$ cat src/rtl/rv_mul_issue.sv
// ============================================================================
//  Module  : rv_mul_issue
//  Brief   : MUL/MULW issue and writeback sequencer around a fixed-latency,
//            non-stallable multiplier, with an in-order result FIFO.
//  Rev     : 1.0  initial release
// ============================================================================
`default_nettype none

module rv_mul_issue #(
    parameter int MUL_LAT   = 3,
    parameter int RES_DEPTH = 4
) (
    input  logic        clk,
    input  logic        rstn,
    input  logic        flush_i,
    input  logic        req_valid_i,
    output logic        req_ready_o,
    input  logic        req_word_i,
    input  logic [4:0]  req_rd_i,
    input  logic [63:0] req_op1_i,
    input  logic [63:0] req_op2_i,
    output logic [63:0] mul_op1_o,
    output logic [63:0] mul_op2_o,
    input  logic [63:0] mul_result_i,
    output logic        wb_valid_o,
    input  logic        wb_ready_i,
    output logic [4:0]  wb_rd_o,
    output logic [63:0] wb_data_o
);

    localparam int c_PTR_W = $clog2(RES_DEPTH);
    localparam int c_CNT_W = $clog2(RES_DEPTH + 1);
    localparam int c_INF_W = $clog2(MUL_LAT + 1);
    localparam int c_SUM_W = $clog2(MUL_LAT + RES_DEPTH + 1);

    localparam logic [c_SUM_W-1:0] c_DEPTH_S = c_SUM_W'(RES_DEPTH);
    localparam logic [c_CNT_W-1:0] c_FULL    = c_CNT_W'(RES_DEPTH);

    // Tag pipeline, one stage per multiplier stage
    logic [MUL_LAT-1:0]        tag_v_q,    tag_v_d;
    logic [MUL_LAT-1:0]        tag_word_q, tag_word_d;
    logic [MUL_LAT-1:0][4:0]   tag_rd_q,   tag_rd_d;

    // Result FIFO
    logic [RES_DEPTH-1:0][4:0]  fifo_rd_q,   fifo_rd_d;
    logic [RES_DEPTH-1:0][63:0] fifo_data_q, fifo_data_d;
    logic [c_PTR_W-1:0]         wr_ptr_q,    wr_ptr_d;
    logic [c_PTR_W-1:0]         rd_ptr_q,    rd_ptr_d;
    logic [c_CNT_W-1:0]         fifo_cnt_q,  fifo_cnt_d;

    logic [c_INF_W-1:0] w_inflight;
    logic [c_SUM_W-1:0] w_used;
    logic               w_acc;
    logic               w_push;
    logic               w_pop;
    logic               w_full;
    logic               w_empty;
    logic [63:0]        w_cap_data;

    always_comb begin
        w_inflight = '0;
        for (int i = 0; i < MUL_LAT; i++) begin
            w_inflight = w_inflight + c_INF_W'(tag_v_q[i]);
        end
    end

    // Credits come only from registered state, so a pop frees a slot next cycle
    assign w_used      = c_SUM_W'(w_inflight) + c_SUM_W'(fifo_cnt_q);
    assign req_ready_o = ~flush_i & (w_used < c_DEPTH_S);
    assign w_acc       = req_valid_i & req_ready_o;

    assign mul_op1_o = w_acc ? req_op1_i : 64'd0;
    assign mul_op2_o = w_acc ? req_op2_i : 64'd0;

    assign w_full  = (fifo_cnt_q == c_FULL);
    assign w_empty = (fifo_cnt_q == '0);
    assign w_push  = tag_v_q[MUL_LAT-1] & ~flush_i;
    assign w_pop   = ~w_empty & wb_ready_i & ~flush_i;

    assign w_cap_data = tag_word_q[MUL_LAT-1]
                      ? {{32{mul_result_i[31]}}, mul_result_i[31:0]}
                      : mul_result_i;

    always_comb begin
        tag_v_d    = tag_v_q;
        tag_word_d = tag_word_q;
        tag_rd_d   = tag_rd_q;
        for (int i = MUL_LAT - 1; i > 0; i--) begin
            tag_v_d[i]    = tag_v_q[i-1];
            tag_word_d[i] = tag_word_q[i-1];
            tag_rd_d[i]   = tag_rd_q[i-1];
        end
        tag_v_d[0]    = w_acc;
        tag_word_d[0] = req_word_i;
        tag_rd_d[0]   = req_rd_i;
        // Killed ops keep flowing through the multiplier but are never captured
        if (flush_i) begin
            tag_v_d = '0;
        end
    end

    always_comb begin
        fifo_rd_d   = fifo_rd_q;
        fifo_data_d = fifo_data_q;
        wr_ptr_d    = wr_ptr_q;
        rd_ptr_d    = rd_ptr_q;
        fifo_cnt_d  = fifo_cnt_q;
        if (flush_i) begin
            wr_ptr_d   = '0;
            rd_ptr_d   = '0;
            fifo_cnt_d = '0;
        end else begin
            if (w_push) begin
                fifo_rd_d[wr_ptr_q]   = tag_rd_q[MUL_LAT-1];
                fifo_data_d[wr_ptr_q] = w_cap_data;
                wr_ptr_d              = wr_ptr_q + c_PTR_W'(1);
            end
            if (w_pop) begin
                rd_ptr_d = rd_ptr_q + c_PTR_W'(1);
            end
            case ({w_push, w_pop})
                2'b10:   fifo_cnt_d = fifo_cnt_q + c_CNT_W'(1);
                2'b01:   fifo_cnt_d = fifo_cnt_q - c_CNT_W'(1);
                default: fifo_cnt_d = fifo_cnt_q;
            endcase
        end
    end

    always_ff @(posedge clk or negedge rstn) begin
        if (!rstn) begin
            tag_v_q     <= '0;
            tag_word_q  <= '0;
            tag_rd_q    <= '0;
            fifo_rd_q   <= '0;
            fifo_data_q <= '0;
            wr_ptr_q    <= '0;
            rd_ptr_q    <= '0;
            fifo_cnt_q  <= '0;
        end else begin
            tag_v_q     <= tag_v_d;
            tag_word_q  <= tag_word_d;
            tag_rd_q    <= tag_rd_d;
            fifo_rd_q   <= fifo_rd_d;
            fifo_data_q <= fifo_data_d;
            wr_ptr_q    <= wr_ptr_d;
            rd_ptr_q    <= rd_ptr_d;
            fifo_cnt_q  <= fifo_cnt_d;
        end
    end

    assign wb_valid_o = ~w_empty;
    assign wb_rd_o    = fifo_rd_q[rd_ptr_q];
    assign wb_data_o  = fifo_data_q[rd_ptr_q];

    // The credit limit must make a capture into a full FIFO impossible
    a_no_overflow: assert property (@(posedge clk) disable iff (!rstn) !(w_push && w_full));

endmodule

`default_nettype wire

$ cat config.mk
export PLATFORM = sky130hd
export DESIGN_NAME = rv_mul_issue
export DESIGN_NICKNAME = d
export VERILOG_FILES = /design/src/rtl/rv_mul_issue.sv
export SDC_FILE = /design/constraint.sdc
export NUM_CORES = 1
export LEC_CHECK = 0
export ABC_AREA = 1
export BUFFER_PORTS_ARGS = -buffer_cell sky130_fd_sc_hd__buf_2
export CORE_AREA = 2 2 207 209
export DETAILED_ROUTE_END_ITERATION = 10
export DIE_AREA = 0 0 209 211
export MAX_ROUTING_LAYER = met4
export PLACE_DENSITY = 0.63
export SLEW_MARGIN = 20
export SYNTH_ARGS = -nofsm -noshare
export SYNTH_HDL_FRONTEND = slang
export SYNTH_SLANG_ARGS = --single-unit
$ cat constraint.sdc
create_clock -name clk -period 1.99 [get_ports clk]
set_clock_uncertainty 0.15 [all_clocks]
set_input_delay 0.199 -clock clk [delete_from_list [all_inputs] [get_ports clk]]
set_output_delay 0.199 -clock clk [all_outputs]
set_load 0.05 [all_outputs]
==> key figures <==
Synthesis
  • Register area share after synthesis: 52.6%
  • Post-Synth Simple-Gate Area: 22.3%
  • Yosys cell types: 23
  • Yosys warnings: 0
  • Complex-gate fraction of the synthesized area: 14.2%
  • Synth Area in Adders: 0.709%
  • Xor and xnor area share after synthesis: 0.0605%
  • Synthesized area: 14,500 um^2
  • Yosys reg bits: 304
  • Proportion of synthesized area in mux cells: 0%
  • Syn_area_per_cell: 7.69 um^2
  • Largest family of logic cells by synthesized area: simple AND/OR/NAND/NOR gates
  • Instance count of the mapped netlist: 1,882
  • Mapped Nets: 2,092

Routing
  • DR vias/cell: 4.92
  • Drt first pass iters: 5
  • DRC Markers: 0
  • Vias: 14,600
  • WL final: 54,600 um
  • Drt wl/cell: 18.4 um
  • 1st-iter DRT viols: 1,038
  • Routed Antenna Nets: 0

Cells and area
  • Area of the multi-input gates: 7640 um^2
  • Commonest non-fill, non-tap cell in the layout: nand2_1
  • Most frequent cells in the layout: nand2_1, dfrtp_1, inv_1
  • Layout cells sized above 1: 39.9%
  • Final Util: 58.2%
  • Filler Cell Count: 3,552
  • Register area: 7610 um^2
  • Layout area overhead: 68.0%
  • Final #Nets: 2,610
  • Post-route insts no fill: 2,963

Global routing
  • First-pass GRT wire length: 77,200 um
  • Vias in the first global route: 14,100
  • Initial antenna violation count: 1
  • Overflow after GRT: 0
  • Tot GR Track Use: 22.6%
  • Largest net degree at the start of global routing: 68

Critical path
  • Worst path bufs/invs: 5
  • Crit start category: flip-flop
  • Critical path class: flip-flop to primary output
  • Crit Path Max Fanout: 21
  • CP arrival: 2.57 ns
  • Crit-path cells: inv_2 > fa_2 > inv_2 > ha_4 > nand2_4 > nand2_2 > nand2_2 > nand4_4 > buf_12 > buf_12 > nor2_1 > buf_6
  • Top delay family on crit path: buffers and inverters
  • Critical path's slowest cell: fa_2
  • Setup crit end kind: primary output
  • CP required: 1.64 ns
  • CP peak stage delay: 0.37 ns

Power and ir drop
  • Post-layout power: 0.0194 W
  • Peak VDD IR: 0.000556 V
  • Leak: 12.3 nW
  • PD cells: 799 nW/um^2

Clocking
  • Clock Path Buffers: 3
  • Root Buffer: clkbuf_16
  • CTS tree: built
  • Clock transition at path regs: 0.06 ns
  • Worst-skew pair later-pin latency: 0.52 ns
  • Clock sink count: 304
  • CTS Buf Count: 35
  • H-tree level count: 2

Die
  • Area of the core: 41,800 um^2
  • I/O Pins: 402
  • Total die area: 44,100 um^2
  • Die outline height: 211 um
  • Die X: 209 um
  • Row cnt: 75
  • Initial Utilization: 34.7%

STA
  • Setup ws final: -0.933 ns
  • Rel. slew slack: 57.0%
  • Final hold vios: 0
  • Slew @ Worst Pin: 0.638 ns
  • Fmax: 342 MHz
  • Unrepaired setup endpoints after global routing: yes
  • Tmin final: 2.92 ns
  • Fin crit share: 147%
  • Setup violators final: 199
  • Max Transition Viols Final: 0
  • Setup TNS Final: -131.93 ns

Run status
  • Failing checks: setup timing
  • Status: finished with violations

Placed design
  • IO buf count: 401
  • HPWL after DPL: 31,000 um
  • RePlAce Congestion: 0.780
  • Total instance count after detailed placement: 2,780

Job
  • Max_cap viols: 0

Worst hold path
  • Min-delay worst type: input port to flip-flop
synthesized netlist by cell type:
cell	count	area, um^2
fa_1	2	40.0
o22ai_1	69	432
a21oi_1	2	10.0
nor2_1	265	995
nand2_1	555	2080
buf_4	13	97.6
nand4_2	1	12.5
buf_6	17	191
buf_2	28	140
xnor2_1	1	8.76
nand3_1	1	5.00
inv_2	5	18.8
inv_1	212	796
o21ai_1	12	60.1
nand3_2	1	10.0
nand2_2	4	25.0
nor2_8	1	20.0
o21ai_0	309	1550
nor3_1	2	10.0
clkbuf_1	63	236
ha_1	5	62.6
nor2_2	10	62.6
dfrtp_1	304	7610
layout make-up:
| class | count | share of cell area, % |
|---|---|---|
| Antenna cell | 3 | 0.0309 |
| Inverter | 217 | 3.42 |
| Timing Repair inverter | 2 | 0.134 |
| Timing Repair Buffer | 600 | 25.9 |
| Sequential cell | 304 | 31.3 |
| Clock inverter | 7 | 0.659 |
| Clock buffer | 51 | 4.36 |
| Multi-Input combinational cell | 1240 | 31.4 |
| Tap cell | 539 | 2.77 |
timing repair:
action                     CTS  global route
hold endpoints to repair   313             0
pin swaps                    8           106
setup buffers                6            30
gates resized for setup    334           656
cloned                       7            29
setup endpoints to repair  201           201
hold buffers                54             0
logic make-up (layout without fill, tap and decap cells):
family	Yosys count	count (layout)
simple gates	840	840
xor+xnor	1	1
other cells	0	3
fa+ha+maj	7	7
buf+inv	338	877
flops	304	304
compound gates	392	392
path summary, 6_finish.rpt:
check,slack [ns],start,depth (start not counted),end
min reg2reg,0.19,tag_rd_d[6]$_DFF_PN0_,0,tag_rd_d[11]$_DFF_PN0_
max in group asynchronous,0.87,rstn,3,rd_ptr_q[0]$_DFFE_PN0P_
max reg2reg,0,tag_v_q[1]$_DFF_PN0_,10,tag_v_q[0]$_DFF_PN0_
max,-0.93,tag_v_q[0]$_DFF_PN0_,12,mul_op1_o[60]
min in group asynchronous,0.12,rstn,2,fifo_data_q[100]$_DFFE_PN0P_
min,0.01,mul_result_i[36],5,fifo_data_q[36]$_DFFE_PN0P_
routing by layer:
layer / vias up / global-route usage, % / routed length [um]
li1: 6904 / - / -
met1: 7123 / 30.0 / 23200
met2: 462 / 35.3 / 27000
met3: 96 / 4.40 / 3080
met4: 0 / 6.58 / 1340
met5: - / - / 0
registers in the layout, summed over array words and instances, names as in the netlist:
name and count:
tag_rd_q 5, tag_rd_d 10, rd_ptr_q 2, tag_v_q 3
fifo_cnt_q 3, fifo_data_q 256, wr_ptr_q 2, fifo_rd_q 20
tag_word_q 3
per-stage QoR:
stage | setup slack (ns) | cell area [um^2] | hold slack (ns)
final | -0.933 | 24300 | 0.00995
after global routing | -1.03 | 24300 | 0.0236
after CTS | -0.920 | 21500 | 0.00167
after detailed placement | -0.528 | 18500 | 0.0764
after global placement | -0.489 | 18500 | 0.0635
after floorplan | -0.656 | 15200 | -0.247
power by group:
group	total [W]	leakage [nW]	internal (W)	switching (W)
Sequential	0.00704	4.08	0.00668	0.000360
Clock	0.00687	0.599	0.00431	0.00256
Combinational	0.00550	7.66	0.00220	0.00330
Total	0.0194	12.3	0.0132	0.00622
tightest hold or removal path, delay by kind of cell:
kind	cells	cell delay, ns
and+or+nand+nor	2	0.15
AOI/OAI and AO/OA	1	0.15
buffers and inverters	2	0.13
No activity file was read; power rests on OpenSTA's default activity.
